**config.mk**
```make
export PLATFORM = sky130hd
export DESIGN_NAME = fifo_wr_arbiter
export DESIGN_NICKNAME = d
export VERILOG_FILES = /design/src/rtl/fifo_arb_pkg.sv /design/src/rtl/fifo_wr_arbiter_rr_picker.sv /design/src/rtl/fifo_wr_arbiter.sv
export SDC_FILE = /design/constraint.sdc
export NUM_CORES = 1
export LEC_CHECK = 0
export BUFFER_PORTS_ARGS = -buffer_cell sky130_fd_sc_hd__buf_2
export CELL_PAD_IN_SITES_DETAIL_PLACEMENT = 0
export CELL_PAD_IN_SITES_GLOBAL_PLACEMENT = 2
export CORE_ASPECT_RATIO = 0.5
export CORE_MARGIN = 1
export CORE_UTILIZATION = 28
export CTS_BUF_LIST = sky130_fd_sc_hd__clkbuf_4
export CTS_CLUSTER_SIZE = 12
export DETAILED_ROUTE_END_ITERATION = 8
export PLACE_DENSITY = 0.94
export SYNTH_ARGS = -nofsm -noshare
export SYNTH_HDL_FRONTEND = slang
export SYNTH_SLANG_ARGS = --single-unit
```
**constraint.sdc**
```tcl
create_clock -name wr_clock -period 3.9 [get_ports wr_clock]
set_input_delay 1.17 -clock wr_clock [delete_from_list [all_inputs] [get_ports wr_clock]]
set_output_delay 1.17 -clock wr_clock [all_outputs]
set_load 0.02 [all_outputs]
```
**src/rtl/fifo_arb_pkg.sv**
```systemverilog
// Shared types and helpers for the FIFO write-port arbiter.
package fifo_arb_pkg;

  typedef enum logic {
    IDLE  = 1'b0,
    BURST = 1'b1
  } state_e;

  localparam int DEF_DW        = 8;
  localparam int DEF_MAX_BURST = 4;

  // Index width that never collapses to zero bits.
  function automatic int clog2_min1(input int n);
    return (n <= 2) ? 1 : $clog2(n);
  endfunction

endpackage

```
**src/rtl/fifo_wr_arbiter_rr_picker.sv**
```systemverilog
// Round-robin picker: first set bit of eligible at or after ptr, cyclically.
module rr_picker
  import fifo_arb_pkg::*;
#(
  parameter int N     = 4,
  parameter int IDX_W = clog2_min1(N)
) (
  input  logic [N-1:0]     eligible,
  input  logic [IDX_W-1:0] ptr,
  output logic             found,
  output logic [IDX_W-1:0] idx
);

  localparam logic [IDX_W:0] N_L = (IDX_W+1)'(N);

  logic [2*N-1:0]   dbl;
  logic [N-1:0]     rot;
  logic [IDX_W-1:0] off;
  logic [IDX_W:0]   sum;

  // Rotate so ptr lands at bit 0, priority-encode, then rotate the index back.
  always_comb begin
    dbl   = {eligible, eligible};
    rot   = N'(dbl >> ptr);
    found = 1'b0;
    off   = '0;
    for (int k = N - 1; k >= 0; k--) begin
      if (rot[k]) begin
        found = 1'b1;
        off   = IDX_W'(k);
      end
    end
    sum = {1'b0, ptr} + {1'b0, off};
    if (sum >= N_L) begin
      sum = sum - N_L;
    end
    idx = sum[IDX_W-1:0];
  end

endmodule

```
**src/rtl/fifo_wr_arbiter.sv**
```systemverilog
// Round-robin arbiter sharing one FIFO write port among NUM_REQ requesters,
// granting bounded bursts and throttling on full/afull.
module fifo_wr_arbiter
  import fifo_arb_pkg::*;
#(
  parameter int NUM_REQ   = 4,
  parameter int DW        = DEF_DW,
  parameter int MAX_BURST = DEF_MAX_BURST,
  parameter int CNT_W     = 16
) (
  input  logic                       wr_clock,
  input  logic                       reset,
  input  logic [NUM_REQ-1:0]         req_valid,
  input  logic [NUM_REQ*DW-1:0]      req_data,
  output logic [NUM_REQ-1:0]         req_ready,
  input  logic [NUM_REQ-1:0]         cfg_mask,
  input  logic                       full,
  input  logic                       afull,
  output logic                       wr_en,
  output logic [DW-1:0]              wr_data,
  output logic                       gnt_active,
  output logic [$clog2(NUM_REQ)-1:0] gnt_id,
  output logic [CNT_W-1:0]           write_count
);

  localparam int IDX_W  = clog2_min1(NUM_REQ);
  localparam int BEAT_W = clog2_min1(MAX_BURST + 1);

  state_e             state_q, state_d;
  logic [IDX_W-1:0]   gnt_id_q, gnt_id_d;
  logic [IDX_W-1:0]   ptr_q, ptr_d;
  logic [BEAT_W-1:0]  beat_q, beat_d;
  logic [CNT_W-1:0]   cnt_q, cnt_d;

  logic               pick_found;
  logic [IDX_W-1:0]   pick_idx;
  logic [NUM_REQ-1:0] eligible;
  logic               cur_valid;
  logic [IDX_W-1:0]   ptr_next;

  assign eligible = req_valid & ~cfg_mask;

  rr_picker #(
    .N     (NUM_REQ),
    .IDX_W (IDX_W)
  ) u_picker (
    .eligible (eligible),
    .ptr      (ptr_q),
    .found    (pick_found),
    .idx      (pick_idx)
  );

  // State and bookkeeping registers.
  always_ff @(posedge wr_clock) begin
    if (reset) begin
      state_q  <= IDLE;
      gnt_id_q <= '0;
      ptr_q    <= '0;
      beat_q   <= '0;
      cnt_q    <= '0;
    end else begin
      state_q  <= state_d;
      gnt_id_q <= gnt_id_d;
      ptr_q    <= ptr_d;
      beat_q   <= beat_d;
      cnt_q    <= cnt_d;
    end
  end

  // Next state: grant in IDLE, count beats and detect burst end in BURST.
  always_comb begin
    state_d  = state_q;
    gnt_id_d = gnt_id_q;
    ptr_d    = ptr_q;
    beat_d   = beat_q;
    cnt_d    = cnt_q;
    ptr_next = (gnt_id_q == IDX_W'(NUM_REQ - 1)) ? '0 : gnt_id_q + 1'b1;
    unique case (state_q)
      IDLE: begin
        if (!afull && pick_found) begin
          gnt_id_d = pick_idx;
          beat_d   = '0;
          state_d  = BURST;
        end
      end
      BURST: begin
        if (!cur_valid) begin
          // Requester ran dry: release the port without a write this cycle.
          state_d = IDLE;
          ptr_d   = ptr_next;
        end else if (wr_en) begin
          beat_d = beat_q + 1'b1;
          cnt_d  = cnt_q + 1'b1;
          if (beat_q == BEAT_W'(MAX_BURST - 1)) begin
            state_d = IDLE;
            ptr_d   = ptr_next;
          end
        end
        // A full stall leaves everything held; the beat is retried.
      end
      default: state_d = IDLE;
    endcase
  end

  // Outputs: write strobe and data mux are combinational from the grant.
  always_comb begin
    cur_valid   = req_valid[gnt_id_q];
    gnt_active  = (state_q == BURST);
    wr_en       = gnt_active & cur_valid & ~full;
    wr_data     = req_data[int'(gnt_id_q)*DW +: DW];
    req_ready   = wr_en ? (NUM_REQ'(1) << gnt_id_q) : '0;
    gnt_id      = gnt_id_q;
    write_count = cnt_q;
  end

endmodule
```
==> metrics, run 1 <==
outcome=finished clean; yosys warns=0; skew final=3.742 ps; Post-Syn Instances=169; Syn Nets=221; TritonCTS buffer count=3; crit path launch type=input port; root buffer cell=clkbuf_4; DR WL/cell=13.03 um; final std cells w/o fill=316; vias in the first global route=1415; design area=2043 um^2; Tot GR Track Use=13.46%; largest family of logic cells by synthesized area=simple AND/OR/NAND/NOR gates; die footprint=5861 um^2; core outline area=5135 um^2; Synth Area in XOR/XNOR=2.258%; FP Rows=18; Setup crit end kind=primary output; final hold viol count=0; first-pass GRT wire length=6.292 mm; post-synthesis mux area share=15.73%; worst skew pair latency=320 ps; Final Cycle Share=94.58%; fmax=0.2711 GHz; hold-fix buffer count after cts=0; DRT iter0 DRCs=92; VDD IR-drop max=0.1030 mV; unrepaired setup endpoints after global routing=false; die width=107.3 um; Starting Density=30.21%; antenna cells=0; Avg Inst Size Synth=9.180 um^2; synth-to-layout area growth=31.69%; maxcap violations=0; layout cell share with drive strength beyond 1=38.62%; Tmin final=3688 ps; nets=299; Req. time, crit path=2730 ps; post-CTS resize count=0; Util after Layout=39.79%; synthesized-area fraction occupied by adder cells=6.452%; via count=1627; Max clock buf depth=2; worst-margin pin slew=459.8 ps; type of the worst min-delay path=flip-flop to flip-flop; Yosys cell types=40; Slew Viols, Final=0; CP max FO=6; largest net degree at the start of global routing=25; initial antenna violation count=0; I/O Buffers=75; Mapped Area=1551 um^2; Synth Area in Compound Gates=16.45%; Placed Area=2017 um^2; leakage=0.8639 nW; placed cells=312; CP arrival=2520 ps; setup TNS=0 ps; DRC viols=0; ANT nets after route=0; final wirelength=4.119 mm; final setup vio count=0; routability congestion estimate=0.7528; Rel. slew slack=69.28%; GRT overflow=0; total power=0.5194 mW; Via density=5.149; Die H=54.64 um; Ports=76; H-tree depth=1; power density cells=254.2 nW/um^2; CTS tree=built; Crit Path Class=input port to primary output; Initial DRT Pass Iterations=4; Seq/Total Area, Yosys=30.97%; dpl hpwl=3.211 mm; Reg clk slew, reported paths=130 ps; simple-gate share of the synthesized area=24.19%; Seq cells post-synth=24; number of clock sinks=24; post-CTS setup repair buffer count=0
## cell usage in the layout (no fill, tap or decap), drive strengths merged, types with 5 or more instances in the layout
cell type	count
dfxtp	24
nand2	9
nor2	10
o31ai	9
mux4	9
nand3	10
buf	80
ha	8
a21oi	17
or4	9
and2	5
inv	6
## layer usage
metal  GRT usage [%]  wire [um]
met3           2.262        178
met2           25.70       2089
met4           1.370         23
met1           16.92       1827
met5               0          0
## flip-flops by register name (all words and copies together), names as in the netlist
register	count
ptr_q	2
gnt_active	1
beat_q	3
gnt_id	2
write_count	16
## per-stage QoR
stage               hold slack, ps  setup WS, ps
global placement             456.6         283.8
CTS                          498.1         216.7
floorplan                    447.9         223.6
detailed placement           479.6         218.2
finish                       488.8         211.6
global route                 515.8         89.52
## power by group
group          total (mW)  switching (mW)  internal [mW]
combinational       0.147          0.0773         0.0692
sequential          0.258         0.00808          0.250
clock               0.115          0.0770         0.0375
total               0.519           0.162          0.357
## worst max-delay path, cell delays in order
cell and delay (ps):
buf_2 110, mux4_2 510, nand3_1 200, clkinv_1 180, and2_1 200, buf_2 150
## cells by family after synthesis
kind of cell / Yosys count
xor+xnor: 4
mux: 13
simple gates: 66
flops: 24
compound gates: 40
buf+inv: 14
fa+ha+maj: 8
## layout make-up
class	count	area, um^2
Sequential cell	24	480.5
Clock buffer	3	22.52
Timing Repair Buffer	80	412.9
Clock inverter	1	3.754
Tap cell	70	87.58
Inverter	7	26.28
Fill cell	534	3092
Multi-Input combinational cell	131	1010
## synth_stat cells
cell type  count  area, um^2
a2111oi_0      1       8.760
a211oi_1       3       22.52
a21boi_0       1       7.510
a21o_1         2       15.01
a21oi_1       17       85.08
a31oi_1        1       6.260
and2_1         5       31.28
and3_1         2       12.51
and4_1         2       17.52
buf_1          1       3.750
buf_2          1       5.000
buf_6          1       11.26
clkbuf_1       4       15.01
clkinv_1       1       3.750
dfxtp_1       24       480.5
ha_1           8       100.1
inv_1          6       22.52
mux2_2         1       11.26
mux2i_1        3       30.03
mux4_2         9       202.7
nand2_1        9       33.78
nand2b_1       4       25.02
nand3_1       10       50.05
nand3b_1       1       7.510
nand4_1        4       25.02
nor2_1        10       37.54
nor2b_1        4       25.02
nor3_1         1       5.000
nor3b_1        1       7.510
nor4_1         1       6.260
o211ai_1       1       7.510
o21ai_0        3       15.01
o221a_2        1       11.26
o31ai_1        9       67.56
o41ai_1        1       8.760
or3_1          2       12.51
or3b_4         1       11.26
or4_1          9       67.56
xnor2_1        1       8.760
xor2_1         3       26.28
## worst paths after layout
kind / end / cells past startpoint / from / slack, ps
max: req_ready[0] / 6 / req_valid[3] / 210
min: beat_q[2] / 2 / beat_q[2] / 490
max reg2reg: write_count[11] / 5 / gnt_id[0] / 1820
min reg2reg: beat_q[2] / 2 / beat_q[2] / 490
Note: power is estimated with default switching activity, not from simulation.
==> inputs of run 2 (changes only) <==
Settings changed: BUFFER_PORTS_ARGS -buffer_cell sky130_fd_sc_hd__buf_2 to -buffer_cell sky130_fd_sc_hd__buf_4.
==> metrics, run 2 (synthesis results as in run 1) <==
outcome=finished clean (unchanged); DRT iter0 DRCs=42 (was 92); skew final=20.99 ps (was 3.742 ps); power density cells=269.9 nW/um^2 (was 254.2 nW/um^2); slowest CP cell=mux4_2 (unchanged); CP peak stage delay=500 ps (was 510 ps); DRC viols=0 (unchanged); multi-input logic area=1010 um^2 (unchanged); CP most frequent cell=buf_4 (was buf_2); flip-flop and latch area=480.5 um^2 (unchanged); Flop pwr share=42.3% (was 49.7%); final hold viol count=0 (unchanged); post-CTS resize count=0 (unchanged); Initial DRT Pass Iterations=4 (unchanged); clock group share of total power=30.2% (was 22.0%); initial antenna violation count=0 (unchanged); routability congestion estimate=0.7798 (was 0.7528); Die H=54.64 um (unchanged); max FFs per register=16 (unchanged); crit path launch type=input port (unchanged); dpl hpwl=3.238 mm (was 3.211 mm); Crit Path Class=input port to primary output (unchanged); Fill cells=521 (was 534); Ports=76 (unchanged); worst-margin pin slew=466.3 ps (was 459.8 ps); most common cell after layout, fill and taps aside=buf_4 (was buf_2); commonest non-fill, non-tap cells in the layout=buf_4 (80), dfxtp_1 (24), a21oi_1 (17), nand3_1 (10), nor2_1 (10) (was buf_2 (75), dfxtp_1 (24), a21oi_1 (17), nand3_1 (10), nor2_1 (10)); switch share=27.04% (was 31.28%); largest net degree at the start of global routing=25 (unchanged); CP max FO=6 (unchanged); Final Cycle Share=94.01% (was 94.58%); Via density=5.054 (was 5.149); Tmin final=3666 ps (was 3688 ps); Setup crit end kind=primary output (unchanged); DR WL/cell=13.09 um (was 13.03 um); root buffer cell=clkbuf_4 (unchanged); final wirelength=4.135 mm (was 4.119 mm); Rel. slew slack=68.85% (was 69.28%); die width=107.3 um (unchanged); worst skew pair latency=330 ps (was 320 ps); vias in the first global route=1430 (was 1415); leakage=0.9186 nW (was 0.8639 nW); unrepaired setup endpoints after global routing=false (unchanged); number of clock sinks=24 (unchanged); Reg clk slew, reported paths=150 ps (was 130 ps); post-CTS setup repair buffer count=0 (unchanged); maxcap violations=0 (unchanged); first-pass GRT wire length=6.348 mm (was 6.292 mm); GRT overflow=0 (unchanged); CTS tree=built (unchanged); nets=299 (unchanged); critical path, cell by cell=buf_4, mux4_2, nand3_1, clkinv_1, and2_1, buf_4 (was buf_2, mux4_2, nand3_1, clkinv_1, and2_1, buf_2); I/O Buffers=75 (unchanged); Int Power=0.4444 mW (was 0.3569 mW); die footprint=5861 um^2 (unchanged); H-tree depth=1 (unchanged); Gate power share=27.5% (was 28.2%); hold-fix buffer count after cts=0 (unchanged); via count=1597 (was 1627); Slew Viols, Final=0 (unchanged); Worst path top cell family by delay=multiplexers (unchanged); final setup vio count=0 (unchanged); Starting Density=30.21% (unchanged); antenna cells=0 (unchanged); Max clock buf depth=2 (unchanged); Req. time, crit path=2730 ps (about the same); FP Rows=18 (unchanged); CP arrival=2500 ps (was 2520 ps); final setup margin=233.7 ps (was 211.6 ps); VDD IR-drop max=0.1309 mV (was 0.1030 mV); ANT nets after route=0 (unchanged); core outline area=5135 um^2 (unchanged); synth-to-layout area growth=45.48% (was 31.69%); crit path buf inv count=3 (unchanged); Post-Place Setup Slack=213.0 ps (was 218.2 ps); layout cell share with drive strength beyond 1=39.02% (was 38.62%); Tot GR Track Use=13.87% (was 13.46%); fmax=0.2728 GHz (was 0.2711 GHz); Sw Pwr=0.1647 mW (was 0.1625 mW); Util after Layout=43.96% (was 39.79%); type of the worst min-delay path=flip-flop to flip-flop (unchanged); TritonCTS buffer count=3 (unchanged); setup TNS=0 ps (unchanged)
run 2: path summary, 6_finish.rpt:
check,start,endpoint,slack (ps),depth (start not counted)
max reg2reg,gnt_id[1],write_count[11],1760,6
min reg2reg,beat_q[2],beat_q[2],490,2
min,beat_q[2],beat_q[2],490,2
max,req_valid[3],req_ready[3],230,6
run 2: worst reg2reg max path, cell delays in order (launching register included):
cell	delay, ps
dfxtp_1	340
buf_4	190
mux4_2	250
buf_4	150
or3b_4	470
or4_1	520
a21oi_1	150
run 2: layout make-up:
type	count	share of cell area [%]
Multi-Input combinational cell	131	44.73
Timing Repair Buffer	80	26.61
Sequential cell	24	21.29
Tap cell	70	3.880
Clock inverter	1	1.330
Inverter	7	1.164
Clock buffer	3	0.9978
run 2: power by group through the flow:
| stage | sequential (mW) | combinational (mW) | clock (mW) |
|---|---|---|---|
| after floorplan | 0.265 | 0.0863 | 0 |
| after global placement | 0.263 | 0.167 | 0 |
| final | 0.258 | 0.168 | 0.184 |
| after detailed placement | 0.263 | 0.170 | 0 |
| after global routing | 0.259 | 0.182 | 0.199 |
| after CTS | 0.258 | 0.170 | 0.192 |
run 2: routing by layer:
| layer | routed length, um | part of all wire [%] | global-route usage (%) |
|---|---|---|---|
| met1 | 1794 | 43 | 16.65 |
| met2 | 2173 | 53 | 27.53 |
| met3 | 168 | 4.1 | 2.500 |
| met4 | 0 | 0 | 1.370 |
| met5 | 0 | 0 | 0 |
run 2: through the flow:
| step | hold WS, ps | instance area, um^2 | power [mW] | cells |
|---|---|---|---|---|
| finish | 488.9 | 2257 | 0.6091 | 316 |
| detailed placement | 469.0 | 2205 | 0.4328 | 312 |
| global route | 498.2 | 2257 | 0.6403 | 316 |
| CTS | 491.8 | 2257 | 0.6200 | 316 |
| floorplan | 447.9 | 1551 | 0.3518 | 169 |
| global placement | 459.0 | 2205 | 0.4306 | 312 |
==> inputs of run 3 (changes only) <==
Settings changed: ABC_AREA set to 1, CORE_UTILIZATION 28 to 26, PLACE_DENSITY 0.94 to 0.95.
==> metrics, run 3 <==
CTS tree=built (unchanged); layout cell share with drive strength beyond 1=28.11% (was 39.02%); Slew Viols, Final=0 (unchanged); Sw Pwr=0.3122 mW (was 0.1647 mW); clock group share of total power=15.3% (was 30.2%); yosys warns=0 (unchanged); max FFs per register=16 (unchanged); Reg clk slew, reported paths=140 ps (was 150 ps); largest cells by area after synthesis=dfxtp_1 (28%), nand2_1 (9.8%), nor2_1 (8.9%), nand3_1 (8.0%), o21ai_0 (7.1%) (was dfxtp_1 (31%), mux4_2 (13%), ha_1 (6.5%), a21oi_1 (5.5%), o31ai_1 (4.4%)); core outline area=6181 um^2 (was 5135 um^2); asr flop ratio synth=0% (unchanged); I/O Buffers=75 (unchanged); crit path launch type=flip-flop (was input port); via count=1999 (was 1597); outcome=finished clean (unchanged); Ports=76 (unchanged); Setup crit end kind=primary output (unchanged); die width=116.1 um (was 107.3 um); Req. time, crit path=2730 ps (about the same); initial antenna violation count=0 (unchanged); routability congestion estimate=0.7858 (was 0.7798); power density cells=318.2 nW/um^2 (was 269.9 nW/um^2); Hold Slack=480.9 ps (was 488.9 ps); ANT nets after route=0 (unchanged); VDD IR-drop max=0.1065 mV (was 0.1309 mV); DRT iter0 DRCs=67 (was 42); Die H=59.04 um (was 54.64 um); unrepaired setup endpoints after global routing=false (unchanged); GRT overflow=0 (unchanged); hold path start=beat_q[0] (was beat_q[2]); H-tree depth=1 (unchanged); WHS Endpoint=beat_q[0] (was beat_q[2]); DR WL/cell=11.57 um (was 13.09 um); Tmin final=3170 ps (was 3666 ps); first-pass GRT wire length=7.617 mm (was 6.348 mm); synth-to-layout area growth=39.35% (was 45.48%); post-synth top area share=28.40% (was 30.97%); area leader, netlist=dfxtp_1 (unchanged); Final Cycle Share=81.27% (was 94.01%); Max clock buf depth=2 (unchanged); Via density=4.692 (was 5.054); Reg2Reg Setup Slack=1810 ps (was 1760 ps); ys flop type=dfxtp_1 (unchanged); reg2reg start=gnt_id[1] (unchanged); most frequent cell after synthesis=nand2_1 (was dfxtp_1); Starting Density=27.37% (was 30.21%); final wirelength=4.927 mm (was 4.135 mm); most common cell after layout, fill and taps aside=buf_4 (unchanged); most instantiated cells after synthesis=nand2_1 (44), nor2_1 (40), nand3_1 (27) (was dfxtp_1 (24), a21oi_1 (17), nand3_1 (10), nor2_1 (10)); Rel. slew slack=63.05% (was 68.85%); maxcap violations=0 (unchanged); WHS Path Cells=1 (was 2); R2R cell count=10 (was 6); final setup margin=730.5 ps (was 233.7 ps); final setup vio count=0 (unchanged); die footprint=6852 um^2 (was 5861 um^2); largest net degree at the start of global routing=22 (was 25); leakage=1.058 nW (was 0.9186 nW); FP Rows=20 (was 18); Syn Nets=317 (was 221); Initial DRT Pass Iterations=4 (unchanged); total power=0.7500 mW (was 0.6091 mW); Crit Path Class=flip-flop to primary output (was input port to primary output); Mapped Area=1692 um^2 (was 1551 um^2); Seq/Total Area, Yosys=28.40% (was 30.97%); CP max FO=14 (was 6); number of enable flip-flop cells after synthesis=0 (unchanged); setup TNS=0 ps (unchanged); Tot GR Track Use=14.24% (was 13.87%); Yosys cell types=31 (was 40); Avg Inst Size Synth=6.383 um^2 (was 9.180 um^2); antenna cells=0 (unchanged); fmax=0.3155 GHz (was 0.2728 GHz); worst-margin pin slew=553.5 ps (was 466.3 ps); final hold viol count=0 (unchanged); Flop pwr share=37.5% (was 42.3%); Gate power share=47.2% (was 27.5%); CP arrival=2000 ps (was 2500 ps); root buffer cell=clkbuf_4 (unchanged); type of the worst min-delay path=flip-flop to flip-flop (unchanged); post-CTS resize count=0 (unchanged); hold-fix buffer count after cts=0 (unchanged); skew final=3.533 ps (was 20.99 ps); commonest non-fill, non-tap cells in the layout=buf_4 (77), nand2_1 (44), nor2_1 (40), nand3_1 (27), inv_1 (26) (was buf_4 (80), dfxtp_1 (24), a21oi_1 (17), nand3_1 (10), nor2_1 (10)); TritonCTS buffer count=3 (unchanged); post-CTS setup repair buffer count=0 (unchanged); Seq cells post-synth=24 (unchanged); Post-Place Setup Slack=733.3 ps (was 213.0 ps); vias in the first global route=1744 (was 1430); DRC viols=0 (unchanged); nets=391 (was 299); number of clock sinks=24 (unchanged); Critical R2R Capture=write_count[9] (was write_count[11]); switch share=41.63% (was 27.04%); Int Power=0.4378 mW (was 0.4444 mW); dpl hpwl=3.792 mm (was 3.238 mm); worst skew pair latency=310 ps (was 330 ps); Post-Syn Instances=265 (was 169)
## run 3: metrics by stage
step	util [%]	instances	instance area [um^2]
after floorplan	-	265	1692
after detailed placement	37.71	422	2331
after CTS	38.14	426	2357
after global routing	38.14	426	2357
after global placement	37.71	422	2331
final	38.14	426	2357
## run 3: metal layers
metal | global-route usage (%) | vias up | wire, um
met4 | 2.564 | 0 | 32
met3 | 3.170 | 2 | 303
met2 | 26.28 | 58 | 2308
met5 | 0 | - | 0
li1 | - | 1028 | -
met1 | 17.36 | 911 | 2283
## run 3: cell type report
class / count / area (um^2)
clock buffer: 3 / 22.52
clock inverter: 1 / 3.754
fill: 669 / 3824
inverter: 31 / 116.4
multi-input combinational: 202 / 1046
sequential: 24 / 480.5
tap: 88 / 110.1
timing repair buffer: 77 / 578.1
## run 3: worst max path at each step
stage	from	endpoint	slack, ps	cells past startpoint
2_1_floorplan	req_valid[1]	req_ready[0]	750	5
3_3_place_gp	req_valid[0]	wr_en	750	6
6_report	gnt_id[1]	wr_en	730	5
4_1_cts	gnt_id[1]	wr_en	700	5
3_5_place_dp	req_valid[0]	wr_en	730	6
5_1_grt	gnt_id[1]	wr_en	570	5
## run 3: logic make-up (layout without fill, tap and decap cells)
kind of cell | count (synthesis) | after routing | share of synthesized area [%]
simple gates | 135 | 135 | 36.17
compound gates | 56 | 56 | 18.20
buf+inv | 39 | 112 | 9.763
flops | 24 | 24 | 28.40
fa+ha+maj | 8 | 8 | 5.917
xor+xnor | 3 | 3 | 1.554
## run 3: critical path: stages (launching register included)
cell and delay [ps]:
dfxtp_1 700, inv_2 230, nand3_1 220, nand3_4 140
inv_2 210, buf_4 180
## run 3: power by group through the flow
stage	Clock [mW]	Sequential, mW	Combinational (mW)
4_1_cts	0.121	0.282	0.356
3_3_place_gp	0	0.286	0.349
5_1_grt	0.132	0.285	0.388
2_1_floorplan	0	0.286	0.218
6_report	0.115	0.281	0.354
3_5_place_dp	0	0.287	0.355
